==> src/rtl/instr_fetch_unit_if.sv <==
// Fetch-unit bus: decode-side control and results plus the instruction-memory read port.
// The master modport is the fetch unit; the slave modport is decode/memory.
interface instr_fetch_unit_if #(
    parameter int PC_WIDTH    = 8,
    parameter int INSTR_WIDTH = 9
);
    logic                   go;
    logic                   halt_in;
    logic                   branch_taken;
    logic [PC_WIDTH-1:0]    branch_target;
    logic                   stall;
    logic [PC_WIDTH-1:0]    imem_addr;
    logic [INSTR_WIDTH-1:0] imem_data;
    logic [INSTR_WIDTH-1:0] instruction_out;
    logic [PC_WIDTH-1:0]    pc_out;
    logic                   valid_out;
    logic                   halted;

    modport master (
        input  go, halt_in, branch_taken, branch_target, stall, imem_data,
        output imem_addr, instruction_out, pc_out, valid_out, halted
    );

    modport slave (
        output go, halt_in, branch_taken, branch_target, stall, imem_data,
        input  imem_addr, instruction_out, pc_out, valid_out, halted
    );
endinterface

==> src/rtl/instr_fetch_unit.sv <==
// Instruction fetch front end: PC register, async imem read, registered {instruction, pc}
// to decode, branch redirect with a one-cycle bubble, and IDLE/RUN/HALTED sequencing.
module instr_fetch_unit #(
    parameter int                     PC_WIDTH    = 8,
    parameter int                     INSTR_WIDTH = 9,
    parameter logic [INSTR_WIDTH-1:0] NOP_INSTR   = 9'h1B0
) (
    input  logic                clk,
    input  logic                reset,
    instr_fetch_unit_if.master  bus
);
    typedef enum logic [1:0] {
        S_IDLE   = 2'd0,
        S_RUN    = 2'd1,
        S_HALTED = 2'd2
    } state_t;

    state_t                 state_q, state_d;
    logic [PC_WIDTH-1:0]    pc_q, pc_d;
    logic [INSTR_WIDTH-1:0] instr_q, instr_d;
    logic [PC_WIDTH-1:0]    pc_out_q, pc_out_d;
    logic                   valid_q, valid_d;
    logic                   halted_q, halted_d;

    always_comb begin
        state_d  = state_q;
        pc_d     = pc_q;
        instr_d  = instr_q;
        pc_out_d = pc_out_q;
        valid_d  = valid_q;
        halted_d = halted_q;
        unique case (state_q)
            S_IDLE: begin
                pc_d     = '0;
                instr_d  = NOP_INSTR;
                pc_out_d = '0;
                valid_d  = 1'b0;
                halted_d = 1'b0;
                if (bus.go) state_d = S_RUN;
            end
            S_RUN: begin
                // Halt and branch only act on a real word; a bubble carries no decode result.
                if (bus.halt_in && valid_q) begin
                    state_d  = S_HALTED;
                    valid_d  = 1'b0;
                    instr_d  = NOP_INSTR;
                    halted_d = 1'b1;
                end else if (bus.branch_taken && valid_q) begin
                    pc_d    = bus.branch_target;
                    instr_d = NOP_INSTR;
                    valid_d = 1'b0;
                end else if (!bus.stall) begin
                    instr_d  = bus.imem_data;
                    pc_out_d = pc_q;
                    valid_d  = 1'b1;
                    pc_d     = pc_q + PC_WIDTH'(1);
                end
            end
            S_HALTED: begin
                valid_d  = 1'b0;
                halted_d = 1'b1;
                if (bus.go) begin
                    state_d  = S_RUN;
                    pc_d     = '0;
                    halted_d = 1'b0;
                end
            end
            default: begin
                state_d  = S_IDLE;
                pc_d     = '0;
                instr_d  = NOP_INSTR;
                pc_out_d = '0;
                valid_d  = 1'b0;
                halted_d = 1'b0;
            end
        endcase
    end

    always_ff @(posedge clk) begin
        if (reset) begin
            state_q  <= S_IDLE;
            pc_q     <= '0;
            instr_q  <= NOP_INSTR;
            pc_out_q <= '0;
            valid_q  <= 1'b0;
            halted_q <= 1'b0;
        end else begin
            state_q  <= state_d;
            pc_q     <= pc_d;
            instr_q  <= instr_d;
            pc_out_q <= pc_out_d;
            valid_q  <= valid_d;
            halted_q <= halted_d;
        end
    end

    assign bus.imem_addr       = pc_q;
    assign bus.instruction_out = instr_q;
    assign bus.pc_out          = pc_out_q;
    assign bus.valid_out       = valid_q;
    assign bus.halted          = halted_q;
endmodule

==> src/flat_wrapper.sv <==
// flat-port wrapper written by rule: the top's interface ports become plain ports
module instr_fetch_unit_flat 
#(
    parameter int                     PC_WIDTH    = 8,
    parameter int                     INSTR_WIDTH = 9,
    parameter logic [INSTR_WIDTH-1:0] NOP_INSTR   = 9'h1B0
)
  (clk, reset, bus_go, bus_halt_in, bus_branch_taken, bus_branch_target, bus_stall, bus_imem_data, bus_imem_addr, bus_instruction_out, bus_pc_out, bus_valid_out, bus_halted);
  instr_fetch_unit_if #(.PC_WIDTH(PC_WIDTH), .INSTR_WIDTH(INSTR_WIDTH)) bus_i ();
  input  logic clk;
  input  logic reset;
  input wire logic [$bits(bus_i.go)-1:0] bus_go;
  input wire logic [$bits(bus_i.halt_in)-1:0] bus_halt_in;
  input wire logic [$bits(bus_i.branch_taken)-1:0] bus_branch_taken;
  input wire logic [$bits(bus_i.branch_target)-1:0] bus_branch_target;
  input wire logic [$bits(bus_i.stall)-1:0] bus_stall;
  input wire logic [$bits(bus_i.imem_data)-1:0] bus_imem_data;
  output wire logic [$bits(bus_i.imem_addr)-1:0] bus_imem_addr;
  output wire logic [$bits(bus_i.instruction_out)-1:0] bus_instruction_out;
  output wire logic [$bits(bus_i.pc_out)-1:0] bus_pc_out;
  output wire logic [$bits(bus_i.valid_out)-1:0] bus_valid_out;
  output wire logic [$bits(bus_i.halted)-1:0] bus_halted;
  assign bus_i.go = bus_go;
  assign bus_i.halt_in = bus_halt_in;
  assign bus_i.branch_taken = bus_branch_taken;
  assign bus_i.branch_target = bus_branch_target;
  assign bus_i.stall = bus_stall;
  assign bus_i.imem_data = bus_imem_data;
  assign bus_imem_addr = bus_i.imem_addr;
  assign bus_instruction_out = bus_i.instruction_out;
  assign bus_pc_out = bus_i.pc_out;
  assign bus_valid_out = bus_i.valid_out;
  assign bus_halted = bus_i.halted;
  instr_fetch_unit #(.PC_WIDTH(PC_WIDTH), .INSTR_WIDTH(INSTR_WIDTH), .NOP_INSTR(NOP_INSTR)) u_core (.clk(clk), .reset(reset), .bus(bus_i));
endmodule
==> config.mk <==
export PLATFORM = sky130hd
export DESIGN_NAME = instr_fetch_unit_flat
export DESIGN_NICKNAME = d
export VERILOG_FILES = /design/src/rtl/instr_fetch_unit_if.sv /design/src/rtl/instr_fetch_unit.sv /design/src/flat_wrapper.sv
export SDC_FILE = /design/constraint.sdc
export NUM_CORES = 1
export LEC_CHECK = 0
export ABC_AREA = 1
export CAP_MARGIN = 20
export CORE_ASPECT_RATIO = 0.5
export CORE_MARGIN = 5
export CORE_UTILIZATION = 25
export DETAILED_ROUTE_END_ITERATION = 12
export PLACE_DENSITY_LB_ADDON = 0.1
export SKIP_CTS_REPAIR_TIMING = 1
export SYNTH_ARGS = -nofsm -noshare
export SYNTH_HDL_FRONTEND = slang
export SYNTH_SLANG_ARGS = --single-unit
==> constraint.sdc <==
create_clock -name clk -period 1.5 [get_ports clk]
set_input_delay 0.3 -clock clk [delete_from_list [all_inputs] [get_ports clk]]
set_output_delay 0.3 -clock clk [all_outputs]
set_load 0.05 [all_outputs]
# Yosys cells after proc, flatten, opt, wreduce, memory -nomap -nowiden
# Index checks and enable logic that the tools add are counted.
totals:
  regBits: 29
  inputBits: 23
  output_inout_bits: 27
  wordCells: 47
op_classes:
  n_addsub: 1
  n_eq_ne: 10
  muxes: 19
  n_bitwise: 2
  reduce_logical: 9
op_table:
  columns: ["op", "count"]
  rows:
  - ["two-way mux 8 bit", 7]
  - ["one-hot mux 8 bit (2 select lines)", 2]
  - ["two-way mux 9 bit", 3]
  - ["one-hot mux 9 bit (2 select lines)", 1]
  - ["adder 8 x 1 -> 8 bit (second input constant)", 1]
  - ["inequality test 2 bit (second input constant)", 4]
  - ["two-way mux 2 bit", 2]
  - ["inequality test 2 x 1 -> 1 bit (second input constant)", 2]
  - ["inequality test 4 x 2 -> 1 bit (second input constant)", 1]
  - ["one-hot mux 2 bit (2 select lines)", 1]
  - ["AND reduction 2 bit", 2]
  - ["AND reduction 4 bit", 1]
  - ["OR reduction 4 bit", 1]
  - ["inequality test 3 x 2 -> 1 bit (second input constant)", 1]
  - ["AND reduction 3 bit", 1]
  - ["== test 2 x 1 -> 1 bit (second input constant)", 1]
  - ["== test 2 bit (second input constant)", 1]
  - ["logical AND 1 bit", 2]
  - ["logical NOT 2 bit", 1]
  - ["two-way mux 1 bit", 2]
  - ["inverter 1 bit", 2]
  - ["one-hot mux 1 bit (2 select lines)", 1]
  - ["OR reduction 2 bit", 1]

# Logic depth before layout (Yosys ltp)
# Gate-level depths: netlist of run 1.
logic_depth:
  ltp_word: 5
  mapped_depth: 9
  depth_no_buf: 9

# Worst setup path after synthesis of run 1
# No wires, ideal clock.
synth_timing:
  path_type: "register to register"
  start: "reg u_core.valid_q, in the netlist u_core.bus.valid_out"
  end: "reg u_core.pc_out_q[4], in the netlist u_core.bus.pc_out[4]"
  arrival_time_ns: 1.497
  required_time_ns: 1.382
  setup_slack_ns: -0.114
  path_stages_with_launch: 9
  path_buffers: 1
  synth_period_minus_slack_ns: 1.614
  path_cell_list: "dfxtp_1 > nand2_2 > nand2_4 > nand2_1 > nand3_4 > buf_8 > nor2_1 > a21oi_1 > nor2_1"
synth_between:
  elab_chain_cells: 3
  elab_cells_between_ends: 5
  cone_classes: "2 x eq/ne; 3 x reduce/logical"
synth_lines:
  columns: ["item", "line", "text"]
  rows:
  - ["start: declaration", "instr_fetch_unit.sv:22", "logic valid_q, valid_d;"]
  - ["start signal: assignment", "instr_fetch_unit.sv:92", "valid_q <= valid_d;"]
  - ["logical AND 1 bit (on tied branches)", "instr_fetch_unit.sv:43, instr_fetch_unit.sv:48", null]
  - ["inequality test 2 bit (no line)", null, null]
  - ["AND reduction 4 bit (no line) (*)", null, null]
  - ["end signal: assignment", "instr_fetch_unit.sv:91", "pc_out_q <= pc_out_d;"]
  - ["end: declaration", "instr_fetch_unit.sv:21", "logic [PC_WIDTH-1:0] pc_out_q, pc_out_d;"]
# Mark *: on every way between the ends. The rest lies on a longest branch, timed or not.
# A chain may end at the register's enable or synchronous reset.

# Worst setup path after layout of run 1
layout_timing:
  start: "reg u_core.state_q[0]"
  end: "reg u_core.pc_out_q[0], in the netlist u_core.bus.pc_out[0]"
layout_between:
  elab_chain_cells: 3
  elab_cells_between_ends: 8
  cone_classes: "5 x eq/ne; 1 x mux; 1 x bitwise; 1 x reduce/logical"
layout_lines:
  columns: ["item", "line", "text"]
  rows:
  - ["start: declaration", "instr_fetch_unit.sv:18", "state_t state_q, state_d;"]
  - ["start signal: assignment", "instr_fetch_unit.sv:88", "state_q <= state_d;"]
  - ["== test 2 x 1 -> 1 bit or == test 2 bit (tied branches)", "instr_fetch_unit.sv:32", "unique case (state_q)"]
  - ["inequality test 2 bit (no line) or inverter 1 bit (tied branches)", null, null]
  - ["AND reduction 4 bit (no line)", null, null]
# Several ways; a longest one is shown, not always the timed one.

==> results.tsv, run 1 <==
stage	metric	value	unit
run_status	outcome	complete, no violations	
worst_setup_path	endpoint_kind	flop	
floorplan	die_h	65.4	um
pwr	p_leak	1.07	nW
clock_tree	root_buffer	clkbuf_16	
clock_tree	cts_buffers	5	
yosys	synth_seq_cells	29	
sta	setup_ws	0.0759	ns
global_route	first_global_vias	1550	
worst_setup_path	cp.arrival	1.58	ns
clock_tree	clk_pin_slew	0.05	ns
routing	drt_iter0_drc	54	
yosys	synth_area	0.00153	mm^2
floorplan	ios	50	
floorplan	coreArea	0.00601	mm^2
placement	gp_congestion	0.783	
finish	antennaDiodeCount	0	
sta	final.setup_skew	0.00528	ns
floorplan	die_w	121	um
clock_tree	cts_tree	yes	
sta	tightest_slew	0.348	ns
routing	vias_per_cell	4.39	
placement	port_buffers	49	
clock_tree	clockBufferDepth	2	
global_route	grt_overflow	0	
sta	period_needed	1.42	ns
worst_setup_path	critPathKind	flop to flop	
pwr	powerDensity	1490	mW/mm^2
sta	finalHoldViolCount	0	
finish	fillerInstances	604	
finish	design_area	0.00259	mm^2
min_path	hold_class	flop to flop	
routing	ant_nets	0	
finish	final_common_cell	nand2_1	
placement	dpl_cell_area	0.00242	mm^2
clock_tree	cts.sink_count	29	
worst_setup_path	crit_required	1.65	ns
worst_setup_path	worst-path-max-fanout	16	
floorplan	rows	20	
routing	dr.pass1.iters	4	
global_route	antenna_found_initial	0	
placement	post-place-ws	-0.129	ns
clock_tree	h-tree-depth	2	
yosys	avgSynthCellArea	7.10	um^2
placement	hpwlAfterDp	3150	um
routing	wl_per_cell	11.8	um
sta	timing.final.setup_violations	0	
global_route	track_usage	0.112	
finish	drive_above_1_share	0.252	
sta	finalCritPeriodShare	0.949	
finish	final_nets	305	
sta	drv_slew	0	
sta	slew-limit-headroom	0.762	
clock_tree	insertion_delay	0.27	ns
sta	fin_hold_ws	0.517	ns
yosys	seq_area_frac_synth	0.378	
routing	vias	1558	
global_route	grt_max_degree	17	
placement	dpl.cell_count	347	
worst_setup_path	start_kind	flop	
sta	timing.fmax	0.702	GHz
floorplan	initial_core_util	0.255	
finish	final_cells	355	
yosys	synth_cell_types	27	
global_route	grt_first_pass_wirelength	7020	um
finish	final_cell_mix	nand2_1, nor2_1, buf_12, dfxtp_1	
routing	wl	4180	um
sta	rsz0062_at_grt	yes	
yosys	syn-num-nets	244	
yosys	synth_warnings	0	
pwr	ir_drop	719	uV
floorplan	die-area	0.00790	mm^2
routing	drt_drc_violations_left	0	
yosys	syn_inst	216	
flow_run	drv_cap	0	
finish	area_growth	69.2	%
## Yosys cell counts
library cell	instances	area [um^2]
a2111oi_0	1	8.76
a21oi_1	22	110
a21oi_2	1	8.76
buf_2	2	10.0
buf_6	2	22.5
buf_8	1	15.0
clkbuf_1	1	3.75
dfxtp_1	29	581
dlymetal6s2s_1	1	12.5
ha_1	5	62.6
inv_1	11	41.3
inv_2	4	15.0
nand2_1	56	210
nand2_2	4	25.0
nand2_4	2	22.5
nand3_1	14	70.1
nand3_4	2	35.0
nor2_1	38	143
nor2_2	1	6.26
nor3_1	1	5.00
o211ai_4	1	21.3
o21ai_0	9	45.0
o21ai_1	4	20.0
o21ai_2	1	8.76
o21ai_4	1	16.3
or2_2	1	6.26
xnor2_1	1	8.76
## stage by stage
step / utilization / power [mW] / TNS (ns)
2_1_floorplan: - / 2.13 / 0
3_3_place_gp: 0.403 / 2.81 / -1.97
3_5_place_dp: 0.403 / 2.82 / -2.23
4_1_cts: 0.429 / 3.88 / -0.219
5_1_grt: 0.432 / 4.11 / -0.128
6_report: 0.432 / 3.87 / 0
## per-layer routing
layer | vias up | track usage | wire length [um] | part of all wire
met4 | 0 | 0.0339 | 19 | 0.0045
li1 | 817 | - | - | -
met1 | 703 | 0.143 | 2010 | 0.48
met2 | 36 | 0.184 | 1950 | 0.47
met5 | - | 0 | 0 | 0
met3 | 2 | 0.0335 | 196 | 0.047
## worst max-delay path: stages, from the launching register on
cell,delay [ns]
dfxtp_2,0.38
inv_1,0.07
ha_1,0.24
inv_1,0.16
nand3_4,0.19
a21oi_1,0.20
nor2_1,0.05
## registers in the layout (all words and copies together), names as in the netlist
name / cells
u_core.state_q: 2
u_core.bus.halted: 1
u_core.bus.pc_out: 8
u_core.bus.valid_out: 1
u_core.bus.instruction_out: 9
u_core.bus.imem_addr: 8
## cell families (layout without fill, tap and decap cells)
logic type | after synthesis | count (layout) | share of synthesized area
compound gates | 40 | 40 | 0.156
fa+ha+maj | 5 | 5 | 0.0408
simple gates | 119 | 119 | 0.341
buf+inv | 22 | 84 | 0.0783
flops | 29 | 29 | 0.378
xor+xnor | 1 | 1 | 0.00571
## report_power, final
group / switching, mW / internal, mW / total, mW
clock network: 0.337 / 0.701 / 1.04
logic: 1.03 / 0.759 / 1.78
registers: 0.150 / 0.898 / 1.05
## worst paths after layout
path	startpoint	to	slack (ns)	cells after the start
min	u_core.bus.halted	u_core.bus.halted	0.52	2
max	u_core.state_q[0]	u_core.bus.pc_out[0]	0.08	6
max reg2reg	u_core.state_q[0]	u_core.bus.pc_out[0]	0.08	6
min reg2reg	u_core.bus.halted	u_core.bus.halted	0.52	2
## area by class of cell
cell class / instances / area (um^2) / share of cell area
Clock inverter: 1 / 5.00 / 0.00193
Clock buffer: 7 / 153 / 0.0588
Timing Repair Buffer: 61 / 851 / 0.328
Sequential cell: 29 / 586 / 0.226
Tap cell: 77 / 96.3 / 0.0371
Inverter: 15 / 58.8 / 0.0227
Multi-Input combinational cell: 165 / 846 / 0.326
(Power assumes the default switching activity.)
==> run 2: changes to the inputs <==
clock period = 1.8 ns   (was 1.5 ns; I/O delays follow)
==> run 2 against run 1 <==
Routed wire length fell by 2.5%. Die area did not move. Clock skew up 0.00088 ns. Critical path depth grew 1. Via count shrank 2.8%. Setup slack gained 0.17 ns. Total power down 25%. Design area fell by 16%. Flip-flop and latch count unchanged. Clock power is 17% lower. Core utilization fell by 6.7 points. Critical path type unchanged. Largest cell class is now multi-input gates.
==> results.tsv, run 2 (same netlist as run 1, synthesis figures left out) <==
stage	metric	value	unit
sta	tightest_slew	0.327	ns
global_route	grt_max_degree	17	
sta	finalCritPeriodShare	0.861	
clock_tree	cts_buffers	5	
global_route	grt_overflow	0	
clock_tree	clk_pin_slew	0.05	ns
routing	wl_per_cell	11.7	um
floorplan	die_h	65.4	um
finish	drive_above_1_share	0.217	
floorplan	ios	50	
routing	drt_iter0_drc	57	
clock_tree	root_buffer	clkbuf_16	
global_route	met2_usage	0.179	
worst_setup_path	cp.arrival	1.70	ns
sta	slew-limit-headroom	0.776	
placement	gp_congestion	0.755	
floorplan	die-area	0.00790	mm^2
global_route	track_usage	0.109	
run_status	outcome	complete, no violations	
sta	final.setup_skew	0.00616	ns
sta	timing.fmax	0.645	GHz
sta	fin_hold_ws	0.472	ns
placement	port_buffers	49	
worst_setup_path	start_kind	flop	
pwr	ir_drop	582	uV
global_route	antenna_found_initial	0	
finish	final_cell_mix	nand2_1, nor2_1, buf_4, dfxtp_1	
routing	vias_per_cell	4.34	
finish	final_cells	349	
flow_run	drv_cap	0	
routing	ant_nets	0	
placement	dpl.cell_count	341	
worst_setup_path	worst-path-max-fanout	16	
pwr	p_leak	0.951	nW
sta	drv_slew	0	
worst_setup_path	critPathKind	flop to flop	
pwr	power	2.91	mW
finish	area_growth	42.9	%
clock_tree	insertion_delay	0.27	ns
floorplan	coreArea	0.00601	mm^2
finish	fillerInstances	658	
sta	rsz0062_at_grt	no	
pwr	powerDensity	1330	mW/mm^2
clock_tree	clockBufferDepth	2	
sta	setup_tns	0	ns
worst_setup_path	endpoint_kind	flop	
global_route	met1_usage	0.139	
floorplan	die_w	121	um
routing	wl	4070	um
floorplan	initial_core_util	0.255	
clock_tree	cts_tree	yes	
routing	drt_drc_violations_left	0	
finish	final_common_cell	nand2_1	
finish	antennaDiodeCount	0	
min_path	hold_class	flop to flop	
finish	final_nets	299	
floorplan	rows	20	
routing	dr.pass1.iters	4	
global_route	grt_first_pass_wirelength	6770	um
sta	timing.final.setup_violations	0	
finish	largest_reg_flops	9	
worst_setup_path	crit_required	1.95	ns
sta	period_needed	1.55	ns
global_route	top_usage_layer	met2	
clock_tree	cts.sink_count	29	
global_route	grt_use_met3	0.0344	
sta	finalHoldViolCount	0	
routing	vias	1514	
placement	hpwlAfterDp	3110	um
global_route	first_global_vias	1450	
clock_tree	h-tree-depth	2	
run 2: worst paths after layout:
path,depth (start not counted),start,to,slack [ns]
setup / recovery,7,u_core.state_q[1],u_core.bus.pc_out[5],0.25
hold / removal,2,u_core.bus.instruction_out[4],u_core.bus.instruction_out[4],0.47
setup reg to reg,7,u_core.state_q[1],u_core.bus.pc_out[5],0.25
hold reg to reg,2,u_core.bus.instruction_out[4],u_core.bus.instruction_out[4],0.47
run 2: where the power goes:
| part | internal (mW) | switching, mW | total, mW | leakage (nW) |
|---|---|---|---|---|
| Clock | 0.584 | 0.278 | 0.862 | 0.0799 |
| Combinational | 0.395 | 0.834 | 1.23 | 0.635 |
| Sequential | 0.743 | 0.0729 | 0.816 | 0.235 |
| Total | 1.72 | 1.19 | 2.91 | 0.951 |
run 2: per-stage QoR:
stage | cell area [um^2] | util | setup WS [ns]
after floorplan | 1530 | - | 0.186
after global placement | 2030 | 0.339 | 0.0984
after detailed placement | 2030 | 0.339 | 0.0877
after CTS | 2190 | 0.365 | 0.233
after global routing | 2190 | 0.365 | 0.0894
final | 2190 | 0.365 | 0.250
run 2: layout make-up:
class                      count  area (um^2)  share of cell area
timing repair buffer          55          468               0.213
inverter                      15         56.3              0.0257
tap                           77         96.3              0.0439
clock buffer                   7          153              0.0696
clock inverter                 1         5.00             0.00228
sequential                    29          581               0.265
multi-input combinational    165          833               0.380
run 2: worst max-delay path, stage by stage, from the launching register on:
cell and delay (ns):
dfxtp_1 0.36, inv_1 0.07, ha_1 0.25, buf_4 0.20, nand2_1 0.11, nand3_4 0.18, a21oi_1 0.21, nor2_1 0.05
run 2: layer usage:
metal  up-vias  wire (um)
met5         -          0
met4         0         27
met2        24       1860
li1        804          -
met3         2        187
met1       684       1990
